<file path="src/rtl/and_uart_pkg.sv">
// Shared types and constants for the AND-result UART transmitter.
package and_uart_pkg;

   localparam int DATA_BITS = 8;

   typedef enum logic [2:0] {
      IDLE,
      START,
      DATA,
      PARITY,
      STOP
   } state_t;

   // Baud counter width; never below 1 bit so CLKS_PER_BIT=2 still has a counter.
   function automatic int cnt_w(input int clks_per_bit);
      int w;
      w = $clog2(clks_per_bit);
      return (w < 1) ? 1 : w;
   endfunction

endpackage

</file>
<file path="src/rtl/and_result_uart_tx_if.sv">
// Parallel result handshake feeding the UART transmitter.
interface and_result_uart_tx_if;
   import and_uart_pkg::*;

   logic [DATA_BITS-1:0] in_data;
   logic                 in_valid;
   logic                 in_ready;

   modport master (output in_data, output in_valid, input in_ready);
   modport slave  (input in_data, input in_valid, output in_ready);

endinterface

</file>
<file path="src/rtl/and_uart_baud_gen.sv">
// Bit-period timer: counts 0..CLKS_PER_BIT-1 and flags the last cycle of
// each bit. Restart realigns the count to the accepted byte so the start bit
// is exactly one bit period long.
module and_uart_baud_gen
   import and_uart_pkg::*;
#(
   parameter int CLKS_PER_BIT = 16
) (
   input  logic clk,
   input  logic rst_n,
   input  logic ena,
   input  logic restart,
   output logic bit_tick
);

   localparam int            CW   = cnt_w(CLKS_PER_BIT);
   localparam logic [CW-1:0] LAST = CW'(CLKS_PER_BIT - 1);

   logic [CW-1:0] cnt;

   assign bit_tick = ena && (cnt == LAST);

   // Free-running bit counter, frozen while ena is low.
   // NOTE: sequential state uses non-blocking (<=) so every flop samples
   // pre-edge values and simulation matches the synthesized registers.
   always_ff @(posedge clk or negedge rst_n) begin
      if (!rst_n) begin
         cnt <= '0;
      end else if (ena) begin
         if (restart || (cnt == LAST)) cnt <= '0;
         else                          cnt <= cnt + 1'b1;
      end
   end

endmodule

</file>
<file path="src/rtl/and_result_uart_tx.sv">
// Serial transmitter for the 8-bit AND-unit result: one byte per valid/ready
// handshake, sent as an 8N1 frame (optional even parity), LSB first.
// At chip level tx feeds uo_out[0] and busy feeds uo_out[1].
module and_result_uart_tx
   import and_uart_pkg::*;
#(
   parameter int CLKS_PER_BIT = 16,
   parameter bit PARITY_EN    = 1'b0
) (
   input  logic                       clk,
   input  logic                       rst_n,
   input  logic                       ena,
   and_result_uart_tx_if.slave        result,
   output logic                       tx,
   output logic                       busy
);

   state_t               state;
   logic [DATA_BITS-1:0] shift;
   logic                 parity;
   logic [2:0]           bit_idx;
   logic                 ready;
   logic                 bit_tick;
   logic                 accept;

   assign accept          = ena && ready && result.in_valid;
   assign result.in_ready = ready;
   assign busy            = (state != IDLE);

   and_uart_baud_gen #(
      .CLKS_PER_BIT(CLKS_PER_BIT)
   ) u_baud (
      .clk     (clk),
      .rst_n   (rst_n),
      .ena     (ena),
      .restart (accept),
      .bit_tick(bit_tick)
   );

   // Frame sequencer; tx and in_ready are registered alongside the state.
   // NOTE: every branch that does not assign a signal simply holds the flop;
   // inside always_ff that is a register, never a latch.
   always_ff @(posedge clk or negedge rst_n) begin
      if (!rst_n) begin
         state   <= IDLE;
         tx      <= 1'b1;
         ready   <= 1'b0;
         shift   <= '0;
         parity  <= 1'b0;
         bit_idx <= '0;
      end else if (ena) begin
         case (state)
            IDLE: begin
               if (accept) begin
                  state  <= START;
                  tx     <= 1'b0;
                  ready  <= 1'b0;
                  shift  <= result.in_data;
                  parity <= ^result.in_data;
               end else begin
                  ready <= 1'b1;
               end
            end
            START: begin
               if (bit_tick) begin
                  state   <= DATA;
                  tx      <= shift[0];
                  bit_idx <= '0;
               end
            end
            DATA: begin
               if (bit_tick) begin
                  if (bit_idx == 3'(DATA_BITS - 1)) begin
                     if (PARITY_EN) begin
                        state <= PARITY;
                        tx    <= parity;
                     end else begin
                        state <= STOP;
                        tx    <= 1'b1;
                     end
                  end else begin
                     shift   <= shift >> 1;
                     tx      <= shift[1];
                     bit_idx <= bit_idx + 1'b1;
                  end
               end
            end
            PARITY: begin
               if (bit_tick) begin
                  state <= STOP;
                  tx    <= 1'b1;
               end
            end
            STOP: begin
               if (bit_tick) begin
                  state <= IDLE;
                  ready <= 1'b1;
               end
            end
            default: begin
               state <= IDLE;
               tx    <= 1'b1;
               ready <= 1'b0;
            end
         endcase
      end
   end

endmodule

</file>
<file path="src/flat_wrapper.sv">
// flat-port wrapper written by rule: the top's interface ports become plain ports
module and_result_uart_tx_flat import and_uart_pkg::*;
#(
   parameter int CLKS_PER_BIT = 16,
   parameter bit PARITY_EN    = 1'b0
)
  (clk, rst_n, ena, tx, busy, result_in_data, result_in_valid, result_in_ready);
  and_result_uart_tx_if result_i ();
  input  logic clk;
  input  logic rst_n;
  input  logic ena;
  output logic tx;
  output logic busy;
  input wire logic [$bits(result_i.in_data)-1:0] result_in_data;
  input wire logic [$bits(result_i.in_valid)-1:0] result_in_valid;
  output wire logic [$bits(result_i.in_ready)-1:0] result_in_ready;
  assign result_i.in_data = result_in_data;
  assign result_i.in_valid = result_in_valid;
  assign result_in_ready = result_i.in_ready;
  and_result_uart_tx #(.CLKS_PER_BIT(CLKS_PER_BIT), .PARITY_EN(PARITY_EN)) u_core (.clk(clk), .rst_n(rst_n), .ena(ena), .result(result_i), .tx(tx), .busy(busy));
endmodule
</file>
<file path="config.mk">
export PLATFORM = sky130hd
export DESIGN_NAME = and_result_uart_tx_flat
export DESIGN_NICKNAME = d
export VERILOG_FILES = /design/src/rtl/and_uart_pkg.sv /design/src/rtl/and_result_uart_tx_if.sv /design/src/rtl/and_uart_baud_gen.sv /design/src/rtl/and_result_uart_tx.sv /design/src/flat_wrapper.sv
export SDC_FILE = /design/constraint.sdc
export NUM_CORES = 1
export LEC_CHECK = 0
export CELL_PAD_IN_SITES_DETAIL_PLACEMENT = 0
export CELL_PAD_IN_SITES_GLOBAL_PLACEMENT = 1
export CORE_ASPECT_RATIO = 0.75
export CORE_MARGIN = 2
export CORE_UTILIZATION = 46
export DETAILED_ROUTE_END_ITERATION = 10
export MAX_ROUTING_LAYER = met4
export PLACE_DENSITY_LB_ADDON = 0.08
export REMOVE_ABC_BUFFERS = 1
export SLEW_MARGIN = 20
export SYNTH_ARGS = -nofsm -noshare
export SYNTH_HDL_FRONTEND = slang
export SYNTH_HIERARCHICAL = 1
export SYNTH_SLANG_ARGS = --single-unit
</file>
<file path="constraint.sdc">
create_clock -name clk -period 6.25 [get_ports clk]
set_input_delay 1.25 -clock clk [delete_from_list [all_inputs] [get_ports clk]]
set_output_delay 1.25 -clock clk [all_outputs]
set_load 0.02 [all_outputs]
</file>
==> out/results.txt <==
Sw Share: 34.7%
DR pass1 iterations: 5
Fin crit share: 56.6%
Clock latency on the worst-skew pair: 0.31 ns
Routed vias/inst: 5.47
FFs w/ async S/R, synth: 100%
Comb power frac: 36.2%
Num CTS Buffers: 3
Worst VDD drop: 148 uV
Req. time, crit path: 6.44 ns
Synth-to-layout area growth: 15.7%
Fin worst setup slack: 2.71 ns
DIE HEIGHT: 48.3 microns
Largest net degree at the start of global routing: 21
Synth Flop Type: dfrtp_1
Clock power share: 14.0%
Mean post-synth cell area: 11.2 sq um
Fin Clk Skew: 0.0104 ns
Post-Syn Area: 1200 sq um
Fmax: 283 MHz
CP max FO: 16
Antenna-violating nets left: 0
Clock-pin transition on the worst setup and hold timing paths: 0.10 ns
Net count of the finished layout: 136
Fraction of layout cells with a size suffix above 1: 20.8%
Sequential cell area fraction in the yosys report: 41.7%
CTS root buf: clkbuf_4
Max-cap violations: 0
Final Hold Viols: 0
Hold crit path type: register to register
Routability-driven placement congestion ratio: 0.779
Int Pwr: 302 uW
Die X: 63.1 microns
Most common cell after layout, fill and taps aside: dfrtp_1
CTS max path bufs: 2
DRT Wirelength: 2.25 mm
R2r setup slk: 3.72 ns
Placed instance count: 152
Port Buffers: 14
Initial DRC Count: 57
Vias in the first global route: 774
Crit end category: register
Non-filler cells, final: 156
Hold Buf Count CTS: 0
CTS HTree Levels: 1
TritonCTS clock tree: built
Static leakage: 0.000581 uW
Commonest cells after routing, fill and taps aside: dfrtp_1 (19), clkdlybuf4s50_1 (14), mux2_2 (8)
DRC Markers: 0
First-pass GRT wire length: 3.86 mm
Total global-route track usage: 16.6%
Crit path launch type: input pin
Post-synth EDFFs: 0
Flop pwr share: 49.9%
Clk sinks: 20
Initial Util: 47.3%
Post-layout util: 54.8%
Core Box Area: 2540 sq um
DP Worst Slack: 2.37 ns
Post-synthesis sequential element count: 20
Num ports: 15
Status: complete, no violations
WS Path Type: input pin to register
Post-CTS Setup Repair Bufs: 0
Arr. time, crit path: 3.73 ns
WL/cell: 14.4 microns
Yosys warns: 6
Antenna violations before repair: 0
Floorplan row count: 16
Fin Setup TNS: 0 ns
Finished Cell Area: 1390 sq um
Area after DPL: 1370 sq um
Ant diodes: 0
Unique masters post-synth: 42
Min Tclk post-route: 3.54 ns
Final number of setup-violating endpoints: 0
Post-cts sizing count: 0
Overflow after GRT: 0
Power Dens Cells: 332 nW/um^2
Max Slew Vio Count: 0
Via count: 854
RSZ-0062 raised after global routing: false
DIE AREA: 3050 sq um
Slew headroom: 39.2%
Least-Margin Pin Slew: 0.910 ns
Cells after Synth: 107
Final HPWL DP: 1.52 mm
Sw power: 161 uW
==> power by group through the flow <==
stage | combinational, uW | clock, uW | sequential [uW]
floorplan | 121 | 0 | 224
global placement | 164 | 0 | 232
detailed placement | 168 | 0 | 232
CTS | 169 | 69.1 | 230
global route | 184 | 76.8 | 241
finish | 167 | 64.6 | 230
==> state kept, by name, summed over array words and instances, names as in the netlist <==
name	count
u_core/tx	1
u_core/state	3
u_core/shift	8
u_core/bit_idx	3
u_core/u_baud/cnt	4
u_core/result.in_ready	1
==> final timing paths <==
path | start | end | cells past startpoint
hold / removal | u_core/shift[7] | u_core/shift[7] | 2
setup reg to reg | u_core/u_baud/cnt[0] | u_core/shift[4] | 6
setup / recovery | ena | u_core/shift[4] | 6
hold reg to reg | u_core/shift[7] | u_core/shift[7] | 2
max in group asynchronous | rst_n | u_core/bit_idx[2] | 1
min in group asynchronous | rst_n | u_core/u_baud/cnt[3] | 1
==> Yosys cell counts, types with 3 or more instances <==
cell type   n  area share, %
dfrtp_1    19             40
nor2b_1     3            1.6
inv_1       3           0.94
mux2_2      8            7.5
ha_1        3            3.1
clkbuf_1    4            1.2
nand2_1     7            2.2
mux2_4      7            8.7
nor3_1      3            1.2
a22o_1      5            3.6
o21ai_0     7            2.9
nor2_1      3           0.94
==> logic make-up (layout without fill, tap and decap cells) <==
| group | count (synthesis) | count (layout) | synth area share, % |
|---|---|---|---|
| AO/OA/AOI/OAI | 29 | 29 | 19.0 |
| adder cells (fa/ha/maj) | 3 | 3 | 3.12 |
| buffers and inverters | 9 | 22 | 3.12 |
| flip-flops | 20 | 20 | 41.7 |
| multiplexers | 16 | 16 | 17.0 |
| AND/OR/NAND/NOR | 30 | 30 | 16.0 |
==> worst max-delay path, stage by stage <==
cell and delay, ns:
clkdlybuf4s50_1 0.81, inv_2 0.06, nor2_1 0.36, nor3b_1 0.14, a2111oi_4 0.75, mux2_4 0.35
==> metrics by stage <==
step | hold WS [ns] | total power [uW]
CTS | 0.528 | 468
global placement | 0.491 | 396
finish | 0.524 | 462
global route | 0.544 | 501
floorplan | 0.476 | 345
detailed placement | 0.490 | 400
==> layer usage <==
layer	global-route usage [%]	vias to the layer above	routed length, microns
li1	-	426	-
met3	4.42	2	85
met2	22.0	12	972
met5	-	-	0
met1	25.3	414	1180
met4	3.33	0	12
==> cell type report <==
cell class	count	area [sq um]
clock buffer	4	26.3
inverter	4	15.0
sequential	20	502
timing repair buffer	14	140
multi-input combinational	78	664
tap	36	45.0
fill	240	1150
Note: power is estimated with default switching activity, not from simulation.
==> patch: new RTL, same flow settings <==
`CLKS_PER_BIT` is set to 16 in 3 places; all go to 17.
--- a/src/rtl/and_uart_baud_gen.sv
+++ b/src/rtl/and_uart_baud_gen.sv
@@ -6,3 +6,3 @@
 #(
-   parameter int CLKS_PER_BIT = 16
+   parameter int CLKS_PER_BIT = 17
 ) (
--- a/src/rtl/and_result_uart_tx.sv
+++ b/src/rtl/and_result_uart_tx.sv
@@ -6,3 +6,3 @@
 #(
-   parameter int CLKS_PER_BIT = 16,
+   parameter int CLKS_PER_BIT = 17,
    parameter bit PARITY_EN    = 1'b0
--- a/src/flat_wrapper.sv
+++ b/src/flat_wrapper.sv
@@ -3,3 +3,3 @@
 #(
-   parameter int CLKS_PER_BIT = 16,
+   parameter int CLKS_PER_BIT = 17,
    parameter bit PARITY_EN    = 1'b0
Function: no difference found for any inputs over 10 cycles, from zero or initial values and one cycle with rst_n low; that may be too few to reach the edited logic, so the function may still have changed.
==> patch against the original RTL <==
Routed wire length grew 6.2%. Synthesized area grew 8.4%. Sequential cell count grew 1. Synthesized cell count grew 7.5%. First-iteration DRC count shrank 7.0%. Final area grew 8.1%. Combinational power grew 36%. Global-route usage grew 0.20 points. Total power grew 24%. Sequential power grew 13%. Clock skew shrank 8.2 ps. Worst setup slack lost 450 ps. Die area grew 7.8%. Clock power grew 33%.
==> patch: results <==
export IMPL_grtUsageTotal_pct=16.8
export IMPL_syn_avg_cell_area_um2=11.3
export IMPL_wire_length_of_the_first_global_routing_pass_um=4160
export IMPL_dp_cells=159
export IMPL_number_of_antenna_cells_inserted=0
export IMPL_grt_pass1_vias=857
export IMPL_worst_skew_pair_late_latency_ps=250
export IMPL_crit_path_max_fanout=20
export IMPL_cts_repair_timing_setup_buffer_count=0
export IMPL_synth_sequential_area_ratio_pct=40.4
export IMPL_outcome="finished, final reports clean"
export IMPL_clock_buffers_created_by_tritoncts=3
export IMPL_timing_clock_skew_ps=2.17
export IMPL_netlist_top_cells_count="dfrtp_1, mux2_2, mux2_4"
export IMPL_yosys_area_share_xor_xnor_pct=0
export IMPL_synth_compound_area_share_pct=18.5
export IMPL_worst_pin_slew_ps=968
export IMPL_ys_warn_count=6
export IMPL_final_net_count=144
export IMPL_min_delay_path_class="flip-flop to flip-flop"
export IMPL_predominant_post_synthesis_flop_cell="dfrtp_1"
export IMPL_synth_adder_area_share_pct=3.84
export IMPL_drtIter0Drc=53
export IMPL_post_drt_via_cell_ratio=5.53
export IMPL_final_layout_size_suffix_gt1_share_pct=20.5
export IMPL_netlist_cell_type_count=42
export IMPL_clk_path_buf_depth=2
export IMPL_io_buffer_count=14
export IMPL_drtPass1Iterations=4
export IMPL_clk_transition_reported_paths_ps=70
export IMPL_gp_congestion=0.735
export IMPL_power_leakage_nw=0.664
export IMPL_cts_htree_levels=1
export IMPL_async_reset_ff_share_pct=100
export IMPL_postRouteWirelength_um=2390
export IMPL_final_instance_count_excl_fill=163
export IMPL_detailed_place_hpwl_um=1680
export IMPL_synth_area_mux_share_pct=16.5
export IMPL_cts_resized_gates=0
export IMPL_final_max_slew_viol_count=0
export IMPL_yosys_top_cells_area="dfrtp_1, mux2_4, mux2_2"
export IMPL_clock_root_buffer="clkbuf_8"
export IMPL_largest_net_degree_at_the_start_of_global_routing=22
export IMPL_synth_top_family_by_area="compound AO/OA/AOI/OAI gates"
export IMPL_critPathArrivalTime_ps=4130
export IMPL_biggestRegsByFlops="u_core/shift x8, u_core/u_baud/cnt x5"
export IMPL_ir_worst_vdd_v=0.000146
export IMPL_antenna_found_initial=0
-- patch: cell count changes after synthesis, sizes merged, moves of 2 or more --
cell and change:
and2b +2, inv +2, nand3b +2, o21ai -2, o22ai +3
-- patch: through the flow --
step	setup WS, ps	area (um2)	total power, mW
after floorplan	3280	1270	0.422
after global placement	2150	1460	0.484
after detailed placement	2030	1460	0.491
after CTS	2320	1510	0.582
after global routing	2090	1510	0.620
final	2260	1510	0.574
-- patch: logic make-up after synthesis --
group | count (synthesis)
mux | 17
flops | 21
fa+ha+maj | 4
compound gates | 30
buf+inv | 12
simple gates | 31
-- patch: layer usage --
layer	part of all wire, %	global-route usage (%)	up-vias
met3	3.9	5.48	0
met4	0	1.04	0
met1	52	23.7	443
li1	-	-	448
met5	0	-	-
met2	44	24.7	11
-- patch: area by class of cell --
cell class	instances	area, um2
clock buffer	4	45.0
fill	239	1160
inverter	6	22.5
multi-input combinational	82	726
sequential	21	527
tap	36	45.0
timing repair buffer	14	140
-- patch: report_power, final --
group          switching [mW]  internal [mW]  leakage, nW
Sequential             0.0692          0.192        0.254
Combinational          0.0920          0.135        0.387
Clock                  0.0407         0.0453       0.0228
Total                   0.202          0.372        0.664
-- patch: final timing paths --
kind / end / depth (start not counted) / slack, ps / startpoint
setup / recovery: u_core/shift[0] / 5 / 2260 / ena
hold / removal: u_core/shift[5] / 1 / 510 / u_core/shift[5]
setup reg to reg: u_core/shift[0] / 7 / 3410 / u_core/u_baud/cnt[0]
hold reg to reg: u_core/shift[5] / 1 / 510 / u_core/shift[5]
max in group asynchronous: u_core/shift[1] / 1 / 4130 / rst_n
min in group asynchronous: u_core/u_baud/cnt[0] / 1 / 1530 / rst_n
-- patch: worst max-delay path, cell delays in order --
cell and delay (ps):
clkdlybuf4s50_1 880, nor3b_1 700, nor3b_1 170, a2111oi_4 760
mux2_4 350
